`src/rtl/relm_fp_pkg.sv`:
```
// relm_fp_pkg: float format constants, b-word field positions and prefix-OR helper
package relm_fp_pkg;
    localparam int EW       = 8;
    localparam int FW       = 23;
    localparam int GW       = 7;
    localparam int EXP_BIAS = 127;
    localparam int EXP_MAX  = 255;
    localparam logic [31:0] QNAN = 32'h7FC00000;
    localparam int SIGN_B   = 31;
    localparam int EXP_MSB  = 30;
    localparam int INF_B    = 22;
    localparam int ZERO_B   = 21;
    typedef struct packed {
        logic nan;
        logic inf;
        logic zero;
    } fp_class_t;
    function automatic logic [30:0] relm_lower(input logic [30:0] x);
        logic [30:0] r;
        r[30] = x[30];
        for (int i = 29; i >= 0; i--) r[i] = x[i] | r[i+1];
        return r;
    endfunction
endpackage

```
`src/rtl/relm_fnorm_lzc.sv`:
```
// relm_fnorm_lzc: 31-bit leading-zero count, 31 when the input is all zero
module relm_fnorm_lzc (
    input  logic [30:0] a,
    output logic [4:0]  lzc
);
    import relm_fp_pkg::*;
    logic [30:0] p;
    logic [30:0] oh;
    // isolate the leading one, then OR-encode its distance from bit 30
    always_comb begin
        p = relm_lower(a);
        oh = a & ~(p >> 1);
        lzc = {5{~p[0]}};
        for (int i = 0; i < 31; i++) lzc = lzc | (oh[i] ? 5'(30 - i) : 5'd0);
    end
endmodule

```
`src/rtl/relm_custom_fnorm.sv`:
```
// relm_custom_fnorm: 3-stage normalise/round/pack of relm_custom raw results to IEEE single
module relm_custom_fnorm
    import relm_fp_pkg::*;
#(
    parameter int WD = 32
) (
    input  logic          clk,
    input  logic          rst_n,
    input  logic          valid_in,
    output logic          ready_out,
    input  logic [WD-1:0] a_in,
    input  logic [WD-1:0] b_in,
    output logic          valid_out,
    input  logic          ready_in,
    output logic [WD-1:0] q_out,
    output logic [2:0]    flags_out
);
    localparam int XW = EW + 2;
    localparam logic signed [XW-1:0] E_MAX = XW'(EXP_MAX);
    logic v1, v2, v3, adv;
    logic a_zero, unused_b;
    logic [4:0] lzc;
    fp_class_t cls;
    logic [WD-1:0] s1_a;
    logic [EW-1:0] s1_exp;
    logic [4:0] s1_lzc;
    logic s1_sign;
    fp_class_t s1_cls;
    logic [XW-1:0] ex;
    logic [WD-1:0] n_m;
    logic [XW-1:0] n_e;
    logic [WD-1:0] s2_m;
    logic signed [XW-1:0] s2_e;
    logic s2_sign;
    fp_class_t s2_cls;
    logic g, s, up, ovf, unf;
    logic [FW:0] fr;
    logic signed [XW-1:0] e_r;
    logic [WD-1:0] n_q;
    logic [2:0] n_f;

    assign adv = ~v3 | ready_in;
    assign ready_out = adv;
    assign valid_out = v3;
    assign unused_b = ^b_in[ZERO_B-1:0];

    relm_fnorm_lzc u_lzc (
        .a  (a_in[WD-2:0]),
        .lzc(lzc)
    );

    // classify the incoming result; an all-zero mantissa is an exact zero
    always_comb begin
        a_zero = a_in == '0;
        cls.nan = b_in[INF_B] & b_in[ZERO_B];
        cls.inf = b_in[INF_B] & ~b_in[ZERO_B];
        cls.zero = (b_in[ZERO_B] & ~b_in[INF_B]) | a_zero;
    end

    // stage valids: the whole pipe moves as one on adv
    always_ff @(posedge clk or negedge rst_n) begin
        if (!rst_n) begin
            v1 <= 1'b0;
            v2 <= 1'b0;
            v3 <= 1'b0;
        end else if (adv) begin
            v1 <= valid_in;
            v2 <= v1;
            v3 <= v2;
        end
    end

    // S1 capture: mantissa, exponent, class and leading-zero count
    always_ff @(posedge clk or negedge rst_n) begin
        if (!rst_n) begin
            s1_a <= '0;
            s1_exp <= '0;
            s1_lzc <= '0;
            s1_sign <= 1'b0;
            s1_cls <= '0;
        end else if (adv) begin
            s1_a <= a_in;
            s1_exp <= b_in[EXP_MSB -: EW];
            s1_lzc <= lzc;
            s1_sign <= b_in[SIGN_B] & ~(a_zero & ~b_in[INF_B]);
            s1_cls <= cls;
        end
    end

    // normalise so the hidden one sits at bit 30, keeping the shifted-out bit sticky
    always_comb begin
        ex = {2'b00, s1_exp};
        n_m = s1_a[WD-1] ? ((s1_a >> 1) | {{(WD-1){1'b0}}, s1_a[0]}) : s1_a << s1_lzc;
        n_e = s1_a[WD-1] ? ex + XW'(1) : ex - XW'(s1_lzc);
    end

    // S2 register: normalised mantissa and wide signed exponent
    always_ff @(posedge clk or negedge rst_n) begin
        if (!rst_n) begin
            s2_m <= '0;
            s2_e <= '0;
            s2_sign <= 1'b0;
            s2_cls <= '0;
        end else if (adv) begin
            s2_m <= n_m;
            s2_e <= n_e;
            s2_sign <= s1_sign;
            s2_cls <= s1_cls;
        end
    end

    // round to nearest even, then pick the result by class and exponent range
    always_comb begin
        g = s2_m[GW-1];
        s = |s2_m[GW-2:0];
        up = g & (s | s2_m[GW]);
        fr = {1'b0, s2_m[WD-3:GW]} + (FW+1)'(up);
        e_r = s2_e + (fr[FW] ? XW'(1) : XW'(0));
        ovf = e_r >= E_MAX;
        unf = e_r[XW-1] | (e_r == '0);
        n_q = s2_cls.nan  ? QNAN
            : s2_cls.inf  ? {s2_sign, {EW{1'b1}}, {FW{1'b0}}}
            : s2_cls.zero ? {s2_sign, {(WD-1){1'b0}}}
            : ovf         ? {s2_sign, {EW{1'b1}}, {FW{1'b0}}}
            : unf         ? {s2_sign, {(WD-1){1'b0}}}
            :               {s2_sign, e_r[EW-1:0], fr[FW-1:0]};
        n_f = (s2_cls.nan | s2_cls.inf | s2_cls.zero) ? 3'b000
            : ovf ? 3'b110
            : unf ? 3'b101
            : {g | s, 2'b00};
    end

    // S3 output register, held while downstream stalls
    always_ff @(posedge clk or negedge rst_n) begin
        if (!rst_n) begin
            q_out <= '0;
            flags_out <= '0;
        end else if (adv) begin
            q_out <= n_q;
            flags_out <= n_f;
        end
    end
endmodule

```
`config.mk`:
```
export PLATFORM = sky130hd
export DESIGN_NAME = relm_custom_fnorm
export DESIGN_NICKNAME = d
export VERILOG_FILES = /design/src/rtl/relm_fp_pkg.sv /design/src/rtl/relm_fnorm_lzc.sv /design/src/rtl/relm_custom_fnorm.sv
export SDC_FILE = /design/constraint.sdc
export NUM_CORES = 1
export LEC_CHECK = 0
export ABC_AREA = 1
export CAP_MARGIN = 10
export CORE_ASPECT_RATIO = 2
export CORE_MARGIN = 4
export CORE_UTILIZATION = 53
export DETAILED_ROUTE_END_ITERATION = 6
export PLACE_DENSITY_LB_ADDON = 0.12
export RECOVER_POWER = 50
export SYNTH_ARGS = -nofsm -noshare
export SYNTH_HDL_FRONTEND = slang
export SYNTH_SLANG_ARGS = --single-unit
```
`constraint.sdc`:
```
create_clock -name clk -period 3.7 [get_ports clk]
set_input_delay 0.74 -clock clk [delete_from_list [all_inputs] [get_ports clk]]
set_output_delay 0.74 -clock clk [all_outputs]
set_load 0.1 [all_outputs]
```
After elaboration in Yosys (flattened, before gate mapping) --
Cells that the tools add are included.
Word-level totals: word-level logic and storage cells 149, output and inout bits 37, register bits 131
Cells by class: add/subtract/negate cells 4, shifts and indexed selects 1, mux-type cells 41, bitwise logic cells 81, reductions and logical operators 3, magnitude comparators 1
Operators with widths (count):
- bitwise OR 5 bit | 29
- two-way mux 31 bit | 4
- two-way mux 5 bit | 15
- bitwise OR 1 bit | 37
- zero test 32 bit | 1
- two-way mux 32 bit | 1
- two-way mux 4 bit | 8
- left shift 32 x 5 -> 30 bit | 1
- bitwise AND 30 bit | 1
- two-way mux 30 bit | 1
- NOT 30 bit | 1
- bitwise OR 30 x 1 -> 30 bit | 1
- adder 23 x 1 -> 24 bit | 1
- two-way mux 3 bit | 7
- adder 10 x 2 -> 10 bit | 1
- >= comparator 10 x 9 -> 1 bit, second input constant | 1
- zero test 10 bit | 1
- two-way mux 10 bit | 1
- adder 8 x 1 -> 9 bit, second input constant | 1
- subtractor 8 x 5 -> 9 bit | 1
- bitwise AND 1 bit | 6
- OR reduction 6 bit | 1
- NOT 1 bit | 5
- bitwise OR 5 x 1 -> 5 bit | 1
- 2 further kinds | 4

Logic depth before layout (Yosys ltp) --
Gate-level depths: netlist of the first run.
word-level depth 62, gate-level depth with buffers 25, depth with buffers taken out 25

By module --
A second synthesis of the first run with hierarchy kept.
Second synthesis, totals: cell total of the unflattened synthesis 1219, area total of the unflattened synthesis 8548.2 µm²
Modules (own cells, without submodules):
- relm_custom_fnorm | instances 1, seq. area each 3278.1 µm², area each 8075.2 µm², cells each 1131
- relm_fnorm_lzc | instances 1, seq. area each 0.0 µm², area each 473.0 µm², cells each 88

Worst setup path before layout of the first run --
OpenSTA, ideal clock, no wires.
path kind register to register, start point register s2_m[3], end point register q_out[14], path buffers 1, setup time 0.123 ns, setup slack 0.273 ns, data arrival time 3.303 ns, cell stages (with the launch flop) 23, cells stage by stage dfrtp_1 > nor2_1 > and3_1 > a21oi_1 > ha_1 > nand2_1 > inv_1 > nand3_1 > nor2_1 > nand2_1 > nor4_1 > ha_1 > ha_1 > or2_2 > a21oi_1 > nand3_1 > nor2_1 > nand3_4 > nand2_4 > nor2_8 > nand2_4 > buf_6 > o21ai_2
Between the ends: longest elaborated chain between the ends 13, elaborated cells between the ends (all ways) 14, classes of those cells add/sub: 2; order compare: 1; mux: 6; bitwise: 3; reduce/logical: 2
RTL lines:
- start: declaration | line relm_custom_fnorm.sv:32 | logic [WD-1:0] s2_m;
- start signal: assignment | line relm_custom_fnorm.sv:105 | s2_m <= n_m;
- OR reduction 6 bit (*) | line relm_custom_fnorm.sv:115 | s = |s2_m[GW-2:0];
- bitwise OR 1 bit (*) | line relm_custom_fnorm.sv:116 | up = g & (s | s2_m[GW]);
- bitwise AND 1 bit (*) | line relm_custom_fnorm.sv:116
- adder 23 x 1 -> 24 bit (*) | line relm_custom_fnorm.sv:117 | fr = {1'b0, s2_m[WD-3:GW]} + (FW+1)'(up);
- branches (longest 5 deep; another with adder 10 x 2 -> 10 bit)
- two-way mux 31 bit (*) | line relm_custom_fnorm.sv:124 | : ovf ? {s2_sign, {EW{1'b1}}, {FW{1'b0}}}
- two-way mux 31 bit (*) | line relm_custom_fnorm.sv:123 | : s2_cls.zero ? {s2_sign, {(WD-1){1'b0}}}
- two-way mux 31 bit (*) | line relm_custom_fnorm.sv:122 | : s2_cls.inf ? {s2_sign, {EW{1'b1}}, {FW{1'b0}}}
- two-way mux 32 bit (*) | line relm_custom_fnorm.sv:121 | n_q = s2_cls.nan ? QNAN
- end signal: assignment | line relm_custom_fnorm.sv:139 | q_out <= n_q;
- end: declaration | line relm_custom_fnorm.sv:15 | output logic [WD-1:0] q_out,
Every way passes the cells marked *. A chain may end at the register's enable or synchronous reset.

Worst setup path after layout of the first run --
start point register s2_m[3], end point register flags_out[2]
Between the ends: longest elaborated chain between the ends 11, elaborated cells between the ends (all ways) 13, classes of those cells add/sub: 2; order compare: 1; mux: 4; bitwise: 4; reduce/logical: 2
RTL lines:
- OR reduction 6 bit (*) | line relm_custom_fnorm.sv:115
- branches (longest 8 deep; another with adder 23 x 1 -> 24 bit)
- two-way mux 3 bit (*) | line relm_custom_fnorm.sv:128 | : ovf ? 3'b110
- two-way mux 3 bit (*) | line relm_custom_fnorm.sv:127 | n_f = (s2_cls.nan | s2_cls.inf | s2_cls.zero) ? 3'b000
- end signal: assignment | line relm_custom_fnorm.sv:140 | flags_out <= n_f;
- end: declaration | line relm_custom_fnorm.sv:16 | output logic [2:0] flags_out
Marks and branches as above.

==> impl_metrics.tcl, run 1 <==
set metrics [dict create \
    syn_area_per_cell_sq_um 6.95 \
    fin_crit_sh_pct 93.3 \
    whs_ps 451 \
    dieArea_sq_um 18100 \
    placed_area_sq_um 9490 \
    cts_tree "done" \
    cts.clk_slew.worst_paths_ps 60 \
    crit_type "flop to flop" \
    vias_per_cell 5.61 \
    critPathArrivalTime_ps 3820 \
    synthArstFlopShare_pct 100 \
    final-max-slew-violation-count 124 \
    fin_ws_ps 248 \
    grt_pass1_vias 8205 \
    drt-wirelength-per-cell_um 16.6 \
    cp_data_required_time_ps 4060 \
    relSlewSlack_pct -42.4 \
    coreArea_sq_um 15700 \
    grt_use_total_pct 27.8 \
    yosys.area.top_type "dfrtp_1" \
    setup_tns_ps 0 \
    synth_enable_flop_cells 0 \
    cts_setup_buffers 0 \
    drive_gt1_share_pct 7.86 \
    start_util_pct 53.7 \
    synthTopCellsByArea "dfrtp_1, nand2_1, o21ai_0" \
    syn_area_sq_um 8420 \
    cts_sinks 131 \
    root_buffer "clkbuf_16" \
    status "finished, violations left" \
    design_area_sq_um 10100 \
    fin_skew_ps 6.55 \
    setup_violations 0 \
    ir_drop_v 0.000373 \
    antenna_found_initial 0 \
    ys_ff_latch 131 \
    start_kind "flop" \
    synth_nets 1291 \
    syn_inst 1212 \
    routed_wl_mm 24.8 \
    finalNonFillerCells 1498 \
    clockBufferDepth 2 \
    die_h_um 186 \
    p_leak_nw 4.76 \
    layout-area-overhead-vs-synth_pct 19.6 \
    ys_seq_area_share_pct 38.9 \
    ant_nets 0 \
    grt_pass1_wl_mm 40.0 \
    vias 8410 \
    rows 65 \
    yosys-top-cells-count "nand2_1, dfrtp_1, inv_1" \
    final_nets 1363 \
    numPortBuffers 83 \
    min_period_ps 3450 \
    antenna_cells 0 \
    power_mw 8.65 \
    synth_most_common_cell "nand2_1" \
    clock.fmax_mhz 290 \
    first_pass_iters 5 \
    power_density_nw_per_um2 858 \
    first_iter_violations 522 \
    crit_path_end_kind "flop" \
    n_fill_cell 1443 \
    post-place-ws_ps 111 \
    gr-total-overflow 0 \
    cts_inserted_buffers 17 \
    worst_pin_slew_ps 2140 \
    ys_types 46 \
    clkLatencyLatePin_ps 430 \
    finalCoreUtilization_pct 64.2 \
    violations "capacitance limit, slew limit" \
    drc 0 \
    dpl.hpwl_mm 19.1 \
    gp_congestion 1.01 \
    ys_warn_count 0 \
    cap_viol_max_count 2 \
    h-tree-depth 4 \
    dpl.cell_count 1466 \
    hold_viol 0 \
    io_pins 105 \
    critPathMaxFanout 3 \
    hp-class "flop to flop" \
    grt_max_degree 64 \
    synth_ff_type "dfrtp_1" \
    die_w_um 97.1 \
    synth_top_area_share_pct 38.9 \
]
## what timing repair did
item | CTS | global route
hold buffers | 0 | 0
gates resized for setup | 0 | 11
endpoints found under the setup margin | 0 | 32
## sequential cells by signal, indices dropped and copies added (netlist names)
register,flops
s2_e,10
flags_out,3
q_out,32
s1_exp,8
s1_cls,3
s2_cls,3
s1_a,32
s1_sign,1
v1,1
valid_out,1
v2,1
s1_lzc,5
s2_m,30
s2_sign,1
## power breakdown
part           internal (mW)  total (mW)  leakage (nW)  switching, mW
combinational           1.30        4.55          2.89           3.26
sequential              1.96        2.43          1.60          0.471
clock                  0.996        1.67         0.273          0.670
## placed cells by master, fill, tap and decap left out, types with 5 or more instances in the layout
cell type and instances:
ha_1 9, nor3_1 16, buf_4 26, clkbuf_2 5
nand4_1 15, clkinvlp_4 5, nor2_1 99, o21ai_0 117
a31oi_1 12, nand2_2 5, inv_1 124, or2_2 6
clkbuf_16 17, nor2_2 5, inv_6 5, xor2_1 12
o21ai_2 11, a21oi_1 64, nand3_1 108, a22oi_1 9
nand2_1 324, clkdlybuf4s50_1 80, dfrtp_1 131, o211ai_1 41
## layer usage
metal / vias up / global-route usage [%] / share of wire (%)
li1: 4176 / - / -
met1: 3884 / 27.7 / 35
met2: 263 / 53.3 / 54
met3: 87 / 3.47 / 3.8
met4: 0 / 18.8 / 6.9
met5: - / 0 / 0
## final timing paths
check / start / end / slack (ps) / cells after the start
hold reg to reg: v2 / valid_out / 450 / 2
setup / recovery: s2_m[3] / flags_out[2] / 250 / 24
hold / removal: v2 / valid_out / 450 / 2
max in group asynchronous: rst_n / s2_e[4] / 1350 / 2
setup reg to reg: s2_m[3] / flags_out[2] / 250 / 24
min in group asynchronous: rst_n / q_out[26] / 680 / 1
## critical path: stages, from the launching register on
cell and delay (ps):
dfrtp_1 350, nor2_1 60, and3_1 200, a21oi_2 120, ha_1 170, nand2_1 80
inv_1 110, nand3_1 110, nor2_2 140, nand2_1 120, nor4_2 150, buf_4 160
ha_1 170, ha_2 280, or2_2 270, a21oi_1 110, nand3_1 90, nor2_2 130
nand3_4 90, nand2_4 100, nor2_8 50, buf_4 140, nand3_1 60, nand2_1 50
nand2_1 80
## kinds of logic after synthesis
| family | after synthesis | share of synthesized area [%] |
|---|---|---|
| compound gates | 272 | 18.7 |
| flops | 131 | 38.9 |
| fa+ha+maj | 11 | 1.72 |
| mux | 4 | 0.475 |
| simple gates | 591 | 30.0 |
| buf+inv | 189 | 8.74 |
| xor+xnor | 14 | 1.46 |
## final cells by class
class	instances	area (sq um)	share of cell area, %
Clock buffer	17	425	4.22
Tap cell	201	251	2.50
Clock inverter	15	156	1.55
Inverter	128	480	4.77
Sequential cell	131	3280	32.6
Multi-Input combinational cell	892	4440	44.1
Timing Repair Buffer	114	1040	10.3
Note: power is estimated with default switching activity, not from simulation.
==> run 2: changes to the inputs <==
CORE_UTILIZATION = 45   (was 53)
RECOVER_POWER = default   (was 50)
==> run 2 against run 1 <==
Design area increased by 1.4%. Sequential share of layout area is 0.46 points lower. Critical endpoint unchanged. The run now ends clean. Non-clock buffer count down 4. Die area increased by 17%. Via count is 1.4% lower. Critical path type unchanged. Final cell count is 0.73% higher.
==> impl_metrics.tcl, run 2 (same netlist as run 1, synthesis figures left out) <==
set metrics [dict create \
    status "completed" \
    numPortBuffers 83 \
    dieArea_sq_um 21100 \
    grt_use_total_pct 24.3 \
    rows 70 \
    hold_viol 0 \
    cp_data_required_time_ps 4060 \
    rsz0062_at_grt "false" \
    cts_inserted_buffers 17 \
    clkLatencyLatePin_ps 430 \
    cp_slowest_cell "dfrtp_1" \
    ctsHoldBuffers 0 \
    cts_sinks 131 \
    die_w_um 105 \
    dpl.cell_count 1475 \
    gp_congestion 0.940 \
    switching_share_pct 50.1 \
    root_buffer "clkbuf_16" \
    clock.fmax_mhz 294 \
    cp_num_buf_inv 3 \
    critPathMaxFanout 3 \
    final_nets 1359 \
    vias 8292 \
    relSlewSlack_pct 31.6 \
    drc 0 \
    setup_violations 0 \
    cts_tree "done" \
    grt_pass1_vias 8012 \
    cap_viol_max_count 0 \
    die_h_um 201 \
    routed_wl_mm 25.6 \
    vias_per_cell 5.50 \
    fin_crit_sh_pct 92.1 \
    drt-wirelength-per-cell_um 17.0 \
    first_pass_iters 5 \
    post-place-ws_ps 67.2 \
    fin_skew_ps 8.40 \
    r2r-start "s2_m[3]" \
    ir_drop_v 0.000418 \
    grt_max_degree 85 \
    fin_ws_ps 293 \
    r2r-end "flags_out[2]" \
    grt_pass1_wl_mm 40.4 \
    ant_nets 0 \
    crit_type "flop to flop" \
    antenna_cells 0 \
    antenna_found_initial 0 \
    crit_path_end_kind "flop" \
    finalNonFillerCells 1509 \
    io_pins 105 \
    drive_gt1_share_pct 8.43 \
    critPathArrivalTime_ps 3770 \
    start_util_pct 46.0 \
    first_iter_violations 526 \
    worst_pin_slew_ps 1020 \
    start_kind "flop" \
    crit_path_max_incr_delay_ps 350 \
    p_leak_nw 4.78 \
    setup_tns_ps 0 \
    final-max-slew-violation-count 0 \
    dpl.hpwl_mm 19.6 \
    clockBufferDepth 2 \
    layout-area-overhead-vs-synth_pct 21.3 \
    min_period_ps 3410 \
    rr_worst_depth 24 \
    p_clk_share_pct 20.5 \
    cp_cell_sequence "nor2_1 -> and3_4 -> a21oi_2 -> ha_2 -> nand2_2 -> inv_2 -> nand3_4 -> nor2_4 -> nand2_2 -> nor4_2 -> buf_4 -> ha_4 -> ha_2 -> or2_2 -> a21oi_2 -> nand3_1 -> nor2_2 -> nand3_4 -> nand2_4 -> nor2_8 -> buf_4 -> nand3_1 -> nand2_1 -> nand2_1" \
    reg.largest.list "q_out: 32 flops, s1_a: 32 flops, s2_m: 30 flops" \
    p_switching_mw 4.41 \
    final_cell_mix "nand2_1, dfrtp_1, inv_1, o21ai_0, nand3_1" \
    r2r_slack_ps 290 \
    cellInternalPower_mw 4.39 \
    power_density_nw_per_um2 861 \
    h-tree-depth 4 \
    crit_family "simple AND/OR/NAND/NOR gates" \
    comb_power_share_pct 51.5 \
    cts.clk_slew.worst_paths_ps 60 \
    gr-total-overflow 0 \
    cp.depth 24 \
    power_frac_seq_pct 28.0 \
    final_common_cell "nand2_1" \
    hp-class "primary input to asynchronous set/reset pin" \
    coreArea_sq_um 18300 \
]
[run 2: cell types whose count changed in the layout (fill, tap and decap cells not counted), sizes merged, moves of 2 or more]
cell and delta:
buf +3, bufinv +2, clkbuf -5, clkinv +3
clkinvlp -2, inv -5
[run 2: per-stage QoR]
stage	power (mW)	hold slack [ps]	instance area, sq um	util, %
2_1_floorplan	5.70	420	8420	-
3_3_place_gp	6.92	425	9490	51.8
3_5_place_dp	6.95	438	9490	51.8
4_1_cts	8.78	438	10100	55.3
5_1_grt	9.36	478	10200	55.8
6_report	8.80	403	10200	55.8
[run 2: worst max-delay path by stage]
stage / startpoint / endpoint / slack (ps)
2_1_floorplan: s2_m[3] / q_out[14] / 270
3_3_place_gp: s2_m[3] / q_out[6] / 110
3_5_place_dp: s2_m[3] / q_out[6] / 70
4_1_cts: s2_m[3] / q_out[6] / 40
5_1_grt: s2_m[3] / flags_out[2] / 40
6_report: s2_m[3] / flags_out[2] / 290
[run 2: worst register-to-register path, cell delays in order, from the launching register on]
cell and delay, ps:
dfrtp_1 350, nor2_1 50, and3_4 190, a21oi_2 140
ha_2 190, nand2_2 70, inv_2 90, nand3_4 80
nor2_4 130, nand2_2 80, nor4_2 210, buf_4 170
ha_4 130, ha_2 270, or2_2 290, a21oi_2 110
nand3_1 90, nor2_2 130, nand3_4 100, nand2_4 100
nor2_8 50, buf_4 150, nand3_1 60, nand2_1 50
nand2_1 80
[run 2: final cells by class]
type / count / area [sq um]
well taps: 216 / 270
clock buffers: 19 / 443
fillers: 1810 / 8090
repair buffers: 110 / 1050
clock inverters: 13 / 184
inverters: 128 / 480
multi-input cells: 892 / 4510
flip-flops and latches: 131 / 3280
[run 2: what timing repair did]
item                                    CTS  global route
buffers inserted                          0             2
endpoints found under the setup margin    0            32
gates resized for setup                   0            24
[run 2: routing by layer]
metal  share of wire, %  GRT usage [%]  up-vias  wire length, um
li1                   -              -     4149                -
met1                 36           24.4     3841             9180
met2                 55           46.0      223            14100
met3                3.3           3.24       79              834
met4                6.1           15.2        0             1560
met5                  0              0        -                0
[run 2: power by group through the flow]
| stage | combinational [mW] | clock [mW] | sequential (mW) |
|---|---|---|---|
| after floorplan | 2.22 | 0 | 3.48 |
| after global placement | 4.46 | 0 | 2.46 |
| after detailed placement | 4.48 | 0 | 2.47 |
| after CTS | 4.50 | 1.83 | 2.45 |
| after global routing | 4.94 | 1.89 | 2.53 |
| final | 4.53 | 1.81 | 2.46 |
==> run 3: changes to the inputs <==
DONT_BUFFER_PORTS = 1   (was default)
==> run 3 against run 2 <==
Global-route usage is 1.6 points higher. First-iteration DRC count is 13% lower. Sequential cell count stayed put. Highest routed layer unchanged. Utilization is 3.1 points lower. Design area is 5.5% lower. Clock power is 3% higher. Sequential power is 46% higher. Critical endpoint unchanged. Critical path depth stayed put. Clock skew is 1.5 ps lower.
==> impl_metrics.tcl, run 3 (same netlist as run 1, synthesis figures left out) <==
set metrics [dict create \
    ir_drop_v 0.000352 \
    h-tree-depth 4 \
    grt_max_degree 97 \
    status "completed" \
    layout-area-overhead-vs-synth_pct 14.6 \
    cp-endpoint "flags_out[2]" \
    hp-class "primary input to asynchronous set/reset pin" \
    p_leak_nw 4.62 \
    cap_viol_max_count 0 \
    relSlewSlack_pct 37.3 \
    drc 0 \
    setup_violations 0 \
    min_period_ps 3530 \
    r2r-end "flags_out[2]" \
    drive_gt1_share_pct 9.81 \
    die_h_um 201 \
    vias 8178 \
    cts_tree "done" \
    rr_worst_depth 24 \
    cp_data_required_time_ps 4060 \
    whs_ps 142 \
    fin_crit_sh_pct 95.4 \
    vias_per_cell 5.64 \
    first_iter_violations 457 \
    r2r_slack_ps 170 \
    final-max-slew-violation-count 0 \
    gp_congestion 0.944 \
    clockBufferDepth 2 \
    r2r-start "s2_m[3]" \
    start_util_pct 46.0 \
    cts_inserted_buffers 17 \
    io_pins 105 \
    worst_pin_slew_ps 940 \
    dpl.hpwl_mm 19.5 \
    final_cell_mix "nand2_1, dfrtp_1, inv_1, o21ai_0, nand3_1" \
    critPathArrivalTime_ps 3890 \
    routed_wl_mm 27.0 \
    antenna_found_initial 0 \
    reg.largest.list "q_out: 32 flops, s1_a: 32 flops, s2_m: 30 flops" \
    ant_nets 0 \
    crit_path_end_kind "flop" \
    clkLatencyLatePin_ps 420 \
    critPathMaxFanout 3 \
    grt_pass1_vias 7983 \
    start_kind "flop" \
    grt_use_total_pct 25.9 \
    crit_start "s2_m[3]" \
    dieArea_sq_um 21100 \
    power_mw 8.59 \
    crit_type "flop to flop" \
    cts.clk_slew.worst_paths_ps 60 \
    coreArea_sq_um 18300 \
    power_density_nw_per_um2 889 \
    fin_skew_ps 6.89 \
    cts_sinks 131 \
    rows 70 \
    clock.fmax_mhz 283 \
    hold_viol 0 \
    final_nets 1301 \
    final_common_cell "nand2_1" \
    gr-total-overflow 0 \
    drt-wirelength-per-cell_um 18.6 \
    die_w_um 105 \
    grt_pass1_wl_mm 42.5 \
    first_pass_iters 5 \
    antenna_cells 0 \
    root_buffer "clkbuf_16" \
    numPortBuffers 0 \
]
## run 3: timing repair
item	4_1_cts	5_1_grt
resized for setup	2	20
buffers inserted	0	3
pin swaps	0	9
endpoints found under the setup margin	24	33
hold buffers	10	2
hold endpoints to repair	40	31
## run 3: cell type report
class	instances	area (sq um)
Clock buffer	18	439
Clock inverter	13	208
Fill cell	1852	8650
Inverter	128	480
Multi-Input combinational cell	892	4500
Sequential cell	131	3280
Tap cell	216	270
Timing Repair Buffer	52	475
## run 3: critical path, stage by stage, from the launching register on
cell and delay [ps]:
dfrtp_1 340, nor2_1 50, and3_4 180, a21oi_2 140, ha_2 180, nand2_1 80, inv_2 110, nand3_4 80
nor2_4 130, nand2_2 90, nor4_4 280, buf_4 160, ha_2 160, ha_1 230, or2_2 290, a21oi_2 110
nand3_1 100, nor2_2 140, nand3_4 110, nand2_4 100, nor2_8 50, buf_4 140, nand3_1 60, nand2_1 60
nand2_1 90
## run 3: worst min-delay path by stage
| stage | from | endpoint | slack (ps) | cells past startpoint |
|---|---|---|---|---|
| after floorplan | v2 | valid_out | 420 | 2 |
| final | rst_n | q_out[8] | 140 | 1 |
| after global placement | v2 | valid_out | 440 | 2 |
| after CTS | rst_n | s2_m[20] | 0.5 | 0 |
| after detailed placement | v2 | valid_out | 440 | 2 |
| after global routing | rst_n | q_out[17] | 120 | 1 |
## run 3: routing by layer
layer  routed length (um)  global-route usage [%]  vias up
li1                     -                       -     4053
met1                 9880                    26.6     3859
met2                15100                    49.8      201
met3                  826                    4.24       65
met4                 1140                    12.4        0
met5                    0                       0        -
## run 3: per-stage QoR
step | setup TNS, ps | cell area (sq um) | worst slack (ps) | std cells | util, %
detailed placement | -2000 | 8750 | -135 | 1404 | 47.8
floorplan | 0 | 8420 | 273 | 1212 | -
global placement | -1290 | 8750 | -92.8 | 1404 | 47.8
global route | -33.3 | 9660 | -33.3 | 1450 | 52.7
CTS | 0 | 9530 | 15.6 | 1445 | 52.0
finish | 0 | 9660 | 171 | 1450 | 52.7
## run 3: power breakdown
group	switching (mW)	internal, mW
registers	1.67	1.93
clock network	0.651	1.21
logic	2.06	1.06
total	4.38	4.20
